===== src/rtl/dmem_arbiter_pkg.sv =====
// Shared types, constants and the address window check for the data memory arbiter.
package dmem_arb_pkg;

    localparam logic [31:0] DMEM_BASE  = 32'd1024;
    localparam logic [31:0] DMEM_WORDS = 32'd64;
    localparam int unsigned CNT_W      = 4;

    typedef enum logic [1:0] {
        IDLE   = 2'd0,
        ACCESS = 2'd1,
        DONE   = 2'd2
    } state_e;

    // Transaction captured from the winning requester at grant time.
    typedef struct packed {
        logic        id;
        logic        we;
        logic [31:0] addr;
        logic [31:0] wdata;
    } dmem_req_t;

    // True when addr is word aligned and inside [base, base + 4*words).
    function automatic logic in_range(
        input logic [31:0] addr,
        input logic [31:0] base  = DMEM_BASE,
        input logic [31:0] words = DMEM_WORDS
    );
        logic [31:0] upper;
        upper = base + (words << 2);
        return (addr >= base) && (addr < upper) && (addr[1:0] == 2'b00);
    endfunction

endpackage


===== src/rtl/dmem_arbiter_if.sv =====
// Requester handshakes and memory-side bus of the data memory arbiter.
interface dmem_arbiter_if;

    logic        req0;
    logic        we0;
    logic [31:0] addr0;
    logic [31:0] wdata0;
    logic        ready0;
    logic        err0;

    logic        req1;
    logic        we1;
    logic [31:0] addr1;
    logic [31:0] wdata1;
    logic        ready1;
    logic        err1;

    logic [31:0] rdata;

    logic [31:0] mem_adr;
    logic [31:0] mem_wdata;
    logic        mem_read;
    logic        mem_write;
    logic [31:0] mem_rdata;

    // Arbiter side.
    modport slave (
        input  req0, we0, addr0, wdata0,
        input  req1, we1, addr1, wdata1,
        input  mem_rdata,
        output ready0, err0, ready1, err1, rdata,
        output mem_adr, mem_wdata, mem_read, mem_write
    );

    // Requester / memory side.
    modport master (
        output req0, we0, addr0, wdata0,
        output req1, we1, addr1, wdata1,
        output mem_rdata,
        input  ready0, err0, ready1, err1, rdata,
        input  mem_adr, mem_wdata, mem_read, mem_write
    );

endinterface


===== src/rtl/dmem_arbiter_rr_arb2.sv =====
// Combinational two-way round-robin pick; on contention the side not granted last wins.
module rr_arb2 (
    input  logic [1:0] req,
    input  logic       last_grant,
    output logic       grant_valid,
    output logic       grant_id
);

    always_comb begin
        grant_valid = |req;
        grant_id    = 1'b0;
        unique case (req)
            2'b01:   grant_id = 1'b0;
            2'b10:   grant_id = 1'b1;
            2'b11:   grant_id = ~last_grant;
            default: grant_id = 1'b0;
        endcase
    end

endmodule


===== src/rtl/dmem_arbiter.sv =====
// Two-port round-robin arbiter and access sequencer for the word-addressed data memory.
module dmem_arbiter
    import dmem_arb_pkg::*;
#(
    parameter logic [31:0] BASE_ADDR   = DMEM_BASE,
    parameter logic [31:0] WORD_COUNT  = DMEM_WORDS,
    parameter int unsigned WAIT_CYCLES = 1
) (
    input  logic           clk,
    input  logic           rst,
    dmem_arbiter_if.slave  bus
);

    state_e             state_q, state_d;
    logic               last_grant_q, last_grant_d;
    dmem_req_t          req_q, req_d;
    logic               err_q, err_d;
    logic [CNT_W-1:0]   cnt_q, cnt_d;
    logic [31:0]        rdata_q, rdata_d;

    logic               grant_valid;
    logic               grant_id;
    dmem_req_t          cand;

    rr_arb2 u_rr_arb2 (
        .req         ({bus.req1, bus.req0}),
        .last_grant  (last_grant_q),
        .grant_valid (grant_valid),
        .grant_id    (grant_id)
    );

    always_comb begin
        cand = '0;
        cand.id = grant_id;
        if (grant_id) begin
            cand.we    = bus.we1;
            cand.addr  = bus.addr1;
            cand.wdata = bus.wdata1;
        end else begin
            cand.we    = bus.we0;
            cand.addr  = bus.addr0;
            cand.wdata = bus.wdata0;
        end
    end

    always_ff @(posedge clk or negedge rst) begin
        if (!rst) begin
            state_q      <= IDLE;
            last_grant_q <= 1'b1;
            req_q        <= '0;
            err_q        <= 1'b0;
            cnt_q        <= '0;
            rdata_q      <= '0;
        end else begin
            state_q      <= state_d;
            last_grant_q <= last_grant_d;
            req_q        <= req_d;
            err_q        <= err_d;
            cnt_q        <= cnt_d;
            rdata_q      <= rdata_d;
        end
    end

    always_comb begin
        state_d      = state_q;
        last_grant_d = last_grant_q;
        req_d        = req_q;
        err_d        = err_q;
        cnt_d        = cnt_q;
        rdata_d      = rdata_q;

        unique case (state_q)
            IDLE: begin
                if (grant_valid) begin
                    req_d = cand;
                    // Bad addresses skip ACCESS entirely so no strobe ever reaches the memory.
                    if (!in_range(cand.addr, BASE_ADDR, WORD_COUNT)) begin
                        err_d   = 1'b1;
                        state_d = DONE;
                    end else begin
                        err_d   = 1'b0;
                        cnt_d   = CNT_W'(WAIT_CYCLES);
                        state_d = ACCESS;
                    end
                end
            end
            ACCESS: begin
                if (cnt_q != '0) begin
                    cnt_d = cnt_q - 1'b1;
                end else begin
                    if (!req_q.we) begin
                        rdata_d = bus.mem_rdata;
                    end
                    state_d = DONE;
                end
            end
            DONE: begin
                last_grant_d = req_q.id;
                state_d      = IDLE;
            end
            default: state_d = IDLE;
        endcase
    end

    // Strobes decode straight from registered state so reset clears them asynchronously.
    assign bus.mem_adr   = req_q.addr;
    assign bus.mem_wdata = req_q.wdata;
    assign bus.mem_read  = (state_q == ACCESS) && !req_q.we;
    assign bus.mem_write = (state_q == ACCESS) && req_q.we && (cnt_q == '0);

    assign bus.ready0 = (state_q == DONE) && !req_q.id;
    assign bus.ready1 = (state_q == DONE) &&  req_q.id;
    assign bus.err0   = bus.ready0 && err_q;
    assign bus.err1   = bus.ready1 && err_q;
    assign bus.rdata  = rdata_q;

endmodule


===== src/flat_wrapper.sv =====
// flat-port wrapper written by rule: the top's interface ports become plain ports
module dmem_arbiter_flat import dmem_arb_pkg::*;
#(
    parameter logic [31:0] BASE_ADDR   = DMEM_BASE,
    parameter logic [31:0] WORD_COUNT  = DMEM_WORDS,
    parameter int unsigned WAIT_CYCLES = 1
)
  (clk, rst, bus_req0, bus_we0, bus_addr0, bus_wdata0, bus_req1, bus_we1, bus_addr1, bus_wdata1, bus_mem_rdata, bus_ready0, bus_err0, bus_ready1, bus_err1, bus_rdata, bus_mem_adr, bus_mem_wdata, bus_mem_read, bus_mem_write);
  dmem_arbiter_if bus_i ();
  input  logic clk;
  input  logic rst;
  input wire logic [$bits(bus_i.req0)-1:0] bus_req0;
  input wire logic [$bits(bus_i.we0)-1:0] bus_we0;
  input wire logic [$bits(bus_i.addr0)-1:0] bus_addr0;
  input wire logic [$bits(bus_i.wdata0)-1:0] bus_wdata0;
  input wire logic [$bits(bus_i.req1)-1:0] bus_req1;
  input wire logic [$bits(bus_i.we1)-1:0] bus_we1;
  input wire logic [$bits(bus_i.addr1)-1:0] bus_addr1;
  input wire logic [$bits(bus_i.wdata1)-1:0] bus_wdata1;
  input wire logic [$bits(bus_i.mem_rdata)-1:0] bus_mem_rdata;
  output wire logic [$bits(bus_i.ready0)-1:0] bus_ready0;
  output wire logic [$bits(bus_i.err0)-1:0] bus_err0;
  output wire logic [$bits(bus_i.ready1)-1:0] bus_ready1;
  output wire logic [$bits(bus_i.err1)-1:0] bus_err1;
  output wire logic [$bits(bus_i.rdata)-1:0] bus_rdata;
  output wire logic [$bits(bus_i.mem_adr)-1:0] bus_mem_adr;
  output wire logic [$bits(bus_i.mem_wdata)-1:0] bus_mem_wdata;
  output wire logic [$bits(bus_i.mem_read)-1:0] bus_mem_read;
  output wire logic [$bits(bus_i.mem_write)-1:0] bus_mem_write;
  assign bus_i.req0 = bus_req0;
  assign bus_i.we0 = bus_we0;
  assign bus_i.addr0 = bus_addr0;
  assign bus_i.wdata0 = bus_wdata0;
  assign bus_i.req1 = bus_req1;
  assign bus_i.we1 = bus_we1;
  assign bus_i.addr1 = bus_addr1;
  assign bus_i.wdata1 = bus_wdata1;
  assign bus_i.mem_rdata = bus_mem_rdata;
  assign bus_ready0 = bus_i.ready0;
  assign bus_err0 = bus_i.err0;
  assign bus_ready1 = bus_i.ready1;
  assign bus_err1 = bus_i.err1;
  assign bus_rdata = bus_i.rdata;
  assign bus_mem_adr = bus_i.mem_adr;
  assign bus_mem_wdata = bus_i.mem_wdata;
  assign bus_mem_read = bus_i.mem_read;
  assign bus_mem_write = bus_i.mem_write;
  dmem_arbiter #(.BASE_ADDR(BASE_ADDR), .WORD_COUNT(WORD_COUNT), .WAIT_CYCLES(WAIT_CYCLES)) u_core (.clk(clk), .rst(rst), .bus(bus_i));
endmodule

===== config.mk =====
export PLATFORM = sky130hd
export DESIGN_NAME = dmem_arbiter_flat
export DESIGN_NICKNAME = d
export VERILOG_FILES = /design/src/rtl/dmem_arbiter_pkg.sv /design/src/rtl/dmem_arbiter_if.sv /design/src/rtl/dmem_arbiter_rr_arb2.sv /design/src/rtl/dmem_arbiter.sv /design/src/flat_wrapper.sv
export SDC_FILE = /design/constraint.sdc
export NUM_CORES = 1
export LEC_CHECK = 0
export CAP_MARGIN = 20
export CORE_MARGIN = 8
export CORE_UTILIZATION = 43
export CTS_CLUSTER_SIZE = 25
export DETAILED_ROUTE_END_ITERATION = 10
export GPL_TIMING_DRIVEN = 1
export PLACE_DENSITY_LB_ADDON = 0.12
export SYNTH_ARGS = -nofsm -noshare
export SYNTH_HDL_FRONTEND = slang
export SYNTH_SLANG_ARGS = --single-unit

===== constraint.sdc =====
create_clock -name clk -period 3.45 [get_ports clk]
set_input_delay 0.5175 -clock clk [delete_from_list [all_inputs] [get_ports clk]]
set_output_delay 0.5175 -clock clk [all_outputs]
set_load 0.02 [all_outputs]

## Word level (Yosys, flattened, before mapping)

Index checks and enable logic that the tools add are counted.

- Word-level logic and storage cells: 55
- Register bits after elaboration: 106
- Bits of input ports: 166
- Output and inout port bits: 102

- Bitwise logic cells: 3
- Muxes and demuxes: 11
- Magnitude comparators: 2
- Equal/unequal tests: 8
- Reductions and logical operators: 21
- Add/sub/neg operators: 1

Operators by type and width:

| operator | number |
|---|---|
| $mux W65 | 1 |
| $ge A32 B11 Y1 const B | 1 |
| $lt A32 B11 Y1 const B | 1 |
| $mux W4 | 3 |
| $logic_and A1 B1 Y1 | 9 |
| $pmux W4 S2 | 1 |
| $eq A2 B2 Y1 const B | 3 |
| $mux W2 | 3 |
| $ne A2 B1 Y1 const B | 3 |
| $logic_not A2 Y1 | 2 |
| $logic_not A4 Y1 | 1 |
| $pmux W2 S2 | 1 |
| $reduce_and A2 Y1 | 2 |
| $reduce_and A4 Y1 | 1 |
| $reduce_bool A4 Y1 | 1 |
| $sub A4 B1 Y4 const B | 1 |
| $not A1 Y1 | 3 |
| $reduce_and A3 Y1 | 1 |
| $eq A2 B1 Y1 const B | 1 |
| $logic_not A1 Y1 | 2 |
| $ne A2 B2 Y1 const B | 1 |
| $pmux W1 S2 | 1 |
| $reduce_bool A2 Y1 | 1 |
| $reduce_or A2 Y1 | 1 |
| $mux W1 | 1 |

## Depth between registers and ports, before layout

- Depth in word-level cells: 9
- Gate-level depth with buffers: 7
- Gate-level depth less buffers: 6

## Hierarchy

Synthesis repeated with hierarchy kept, for this count alone.

- Cell total of the unflattened synthesis: 493
- Area, all modules: 5,268.8 um^2

Modules (own cells, without submodules):

| module | instances | area an instance (um^2) | cells an instance |
|---|---|---|---|
| dmem_arbiter | 1 | 5,255.0 | 491 |
| rr_arb2 | 1 | 13.8 | 2 |

## Least setup slack after synthesis

OpenSTA, ideal clock, no wires.

- Path type: input to register
- Start: input bus_addr0[20]
- End: register u_core.cnt_q[2]
- Data required time: 3,324 ps
- Setup time: 126 ps
- Stages on the path: 5
- Arrival time: 2,127 ps
- Setup slack: 1,197 ps
- Buffers on the path: 0
- Cells stage by stage: or4_1 -> or4_1 -> o32ai_2 -> nand3_2 -> a311o_1

- Word-level cells in the longest chain between the ends: 6
- Elaborated cells between the ends (all ways): 7
- Classes of those cells: 2 x order compare; 1 x eq/ne; 1 x mux; 3 x reduce/logical

RTL lines:

| what | RTL line | source |
|---|---|---|
| start: declaration | flat_wrapper.sv:14 | `input wire logic [$bits(bus_i.addr0)-1:0] bus_addr0;` |
| $mux W65 (*) | dmem_arbiter.sv:35 | `if (grant_id) begin` |
| $ge A32 B11 Y1 or $lt A32 B11 Y1 (tied branches) | dmem_arbiter_pkg.sv:30 | `return (addr >= base) && (addr < upper) && (addr[1:0] == 2'b00);` |
| $logic_and A1 B1 Y1 (*) (2 in a row) | dmem_arbiter_pkg.sv:30 |  |
| $ne A2 B1 Y1 (no line) (*) | - |  |
| $reduce_and A4 Y1 (no line) (*) | - |  |
| end signal: assignment | dmem_arbiter.sv:59 | `cnt_q <= cnt_d;` |
| end: declaration | dmem_arbiter.sv:18 | `logic [CNT_W-1:0] cnt_q, cnt_d;` |

Every way passes the cells marked *; elsewhere a longest branch is shown, timed or not.
A chain may end at the register's enable or synchronous reset.

## Final worst setup path

- Start: register u_core.cnt_q[0]
- End: output bus_mem_write

- Word-level cells in the longest chain between the ends: 2

RTL lines:

| what | RTL line | source |
|---|---|---|
| $logic_not A4 Y1 | dmem_arbiter.sv:109 | `assign bus.mem_write = (state_q == ACCESS) && req_q.we && (cnt_q == '0);` |
| $logic_and A1 B1 Y1 | dmem_arbiter.sv:109 |  |
| end: declaration | flat_wrapper.sv:29 | `output wire logic [$bits(bus_i.mem_write)-1:0] bus_mem_write;` |

Every way passes these cells.

==> impl_metrics.ini <==
[global_route]
antenna_found_initial = 0
grt_pass1_vias = 4448
overflow = 0
grt_max_degree = 80
grt.total_usage = 0.188
grt_pass1_wl_um = 23600

[layout]
layout_commonest_cell = clkdlybuf4s50_1
area_delta_synth_final_pct = 50.6
diodes = 0
final_cell_mix = clkdlybuf4s50_1, dfrtp_1, nor2_1, a21oi_1, mux2i_1
final_area_um2 = 7880
nets = 850
drive_above_1_share = 0.0859

[clock_tree]
path_clk_slew_ns = 0.06
cts_htree_levels = 3
hold_buffers = 0
cts_made_buffers = 9
clock_path_buffers = 2
cts_root_buf = clkbuf_16
cts_tree = done
clock-sinks = 106
clock_latency_ns = 0.33
postCtsSetupBuffers = 0
cts_resized = 0

[flow_run]
maxCapViolCount = 0

[sta]
slew-limit-headroom = 0.584
fmax_mhz = 345
period_minus_slack_ns = 2.90
rsz0062_at_grt = no
drv_slew = 0
finalHoldViolCount = 0
tightest_slew_ns = 0.624
fin_crit_sh = 0.841
setup_tns_ns = 0
setup_slack_ns = 0.550
finalSetupViolations = 0
finClkSkew_ns = 0.00675

[yosys]
yosys.cell_types.count = 33
ys_seq_elements = 106
ys_seq_area_frac = 0.508
synth_area_um2 = 5230
postSynthCellCount = 487
synth_nets = 655
avgSynthCellArea_um2 = 10.7
synth_warnings = 0

[route]
drtAntennaViolNets = 0
drc = 0
route.vias.total = 4106
vias_per_cell = 4.92
routed_wl_um = 15200
wl_per_cell_um = 18.2
first_iter_violations = 173
firstDrtPassIters = 4

[worst_setup_path]
path_class = flip-flop to output port
cp-end-kind = output port
cp_max_fo = 6
crit_start = u_core.cnt_q[0]
critPathSlowestCell = clkdlybuf4s50_1
path_cells = inv_1 > ha_1 > nor3b_1 > and3_1 > clkdlybuf4s50_1
required_ns = 2.93
r2r-start = u_core.cnt_q[0]
worst_ep_arrival_time_ns = 2.38
crit_path_start_kind = flip-flop
cpPeakStageDelay_ns = 0.62

[pwr]
p_leak_nw = 3.22
powerDensity_nw_per_um2 = 477
ir_worst_vdd_mv = 0.205

[floorplan]
initial_core_util = 0.437
dieArea_um2 = 15900
io_pins = 268
core-area_um2 = 12000
die_w_um = 126
std_cell_rows = 40
die_y_um = 126

[placement]
dp_hpwl_um = 12300
pre_cts_ws_ns = 0.582
dpl-instance-area_um2 = 7590
numPortBuffers = 267
place.gp.congestion = 0.878

[outcome]
status = complete, no violations

[worst_hold_path]
hold_path_class = input port to asynchronous set/reset pin
state kept, by name, summed over array words and instances (netlist names):
signal / flops
u_core.bus.mem_adr: 32
u_core.err_q: 1
u_core.last_grant_q: 1
u_core.state_q: 2
u_core.bus.rdata: 32
u_core.req_q: 2
u_core.bus.mem_wdata: 32
u_core.cnt_q: 4
cell families after synthesis:
group / Yosys count / share of synthesized area
AND/OR/NAND/NOR: 112 / 0.0979
AO/OA/AOI/OAI: 78 / 0.0826
flip-flops: 106 / 0.508
adder cells (fa/ha/maj): 2 / 0.00479
multiplexers: 97 / 0.193
buffers and inverters: 92 / 0.114
through the flow:
stage | hold WS (ns) | std cells | utilization | total power, mW
4_1_cts | 0.188 | 834 | 0.658 | 3.81
6_report | 0.170 | 834 | 0.658 | 3.75
5_1_grt | 0.207 | 834 | 0.658 | 3.95
3_3_place_gp | 0.489 | 818 | 0.635 | 2.80
3_5_place_dp | 0.495 | 818 | 0.635 | 2.83
2_1_floorplan | 0.222 | 487 | - | 2.33
final timing paths:
check / cells past startpoint / endpoint / slack, ns
max reg2reg: 7 / u_core.bus.rdata[13] / 1.13
min reg2reg: 1 / u_core.bus.rdata[18] / 0.51
min in group clk: 1 / u_core.bus.rdata[18] / 0.51
min: 1 / u_core.bus.mem_adr[17] / 0.17
max in group asynchronous: 2 / u_core.bus.mem_adr[24] / 2.53
max: 5 / bus_mem_write / 0.55
Yosys cell counts, drive strengths merged:
| library cell | count | area share |
|---|---|---|
| dfrtp | 105 | 0.50 |
| nor2 | 75 | 0.054 |
| buf | 72 | 0.10 |
| a21oi | 67 | 0.064 |
| mux2i | 65 | 0.12 |
| mux2 | 32 | 0.069 |
| clkbuf | 17 | 0.012 |
| nor4 | 9 | 0.011 |
| nand2 | 5 | 0.0036 |
| nor3b | 4 | 0.0057 |
| and2 | 3 | 0.0036 |
| inv | 3 | 0.0022 |
| nand2b | 3 | 0.0036 |
| or4 | 3 | 0.0043 |
| a311o | 2 | 0.0038 |
| and3 | 2 | 0.0024 |
| ha | 2 | 0.0048 |
| nand4 | 2 | 0.0024 |
| nor3 | 2 | 0.0019 |
| o21a | 2 | 0.0029 |
| a21boi | 1 | 0.0014 |
| a21o | 1 | 0.0014 |
| a22o | 1 | 0.0017 |
| a31o | 1 | 0.0017 |
| dfstp | 1 | 0.0050 |
| nand3 | 1 | 0.0019 |
| nand3b | 1 | 0.0014 |
| nor2b | 1 | 0.0012 |
| o211ai | 1 | 0.0014 |
| o21ai | 1 | 0.00096 |
| o32ai | 1 | 0.0031 |
| or3 | 1 | 0.0012 |
per-layer routing:
layer	part of all wire	routed length, um	GRT usage	vias to the layer above
li1	-	-	-	2017
met1	0.37	5630	0.195	1905
met2	0.50	7630	0.322	158
met3	0.10	1550	0.0857	26
met4	0.024	363	0.0757	0
met5	0	0	0	-
worst max-delay path: cells and delay by family (launching register included):
kind	cells	cell delay [ns]
flip-flops	1	0.38
adder cells (fa/ha/maj)	1	0.17
buffers and inverters	2	0.73
AND/OR/NAND/NOR	2	0.76
final cells by class:
cell class	instances	area, um^2
clock buffers	15	278
clock inverters	1	7.51
fillers	958	4090
inverters	3	11.3
multi-input cells	289	2000
flip-flops and latches	106	2650
well taps	147	184
repair buffers	273	2740
power by group:
part           internal [mW]  switching [mW]
Combinational          0.644           0.616
Sequential              1.43          0.0993
Clock                  0.550           0.414
No activity file was read; power rests on OpenSTA's default activity.
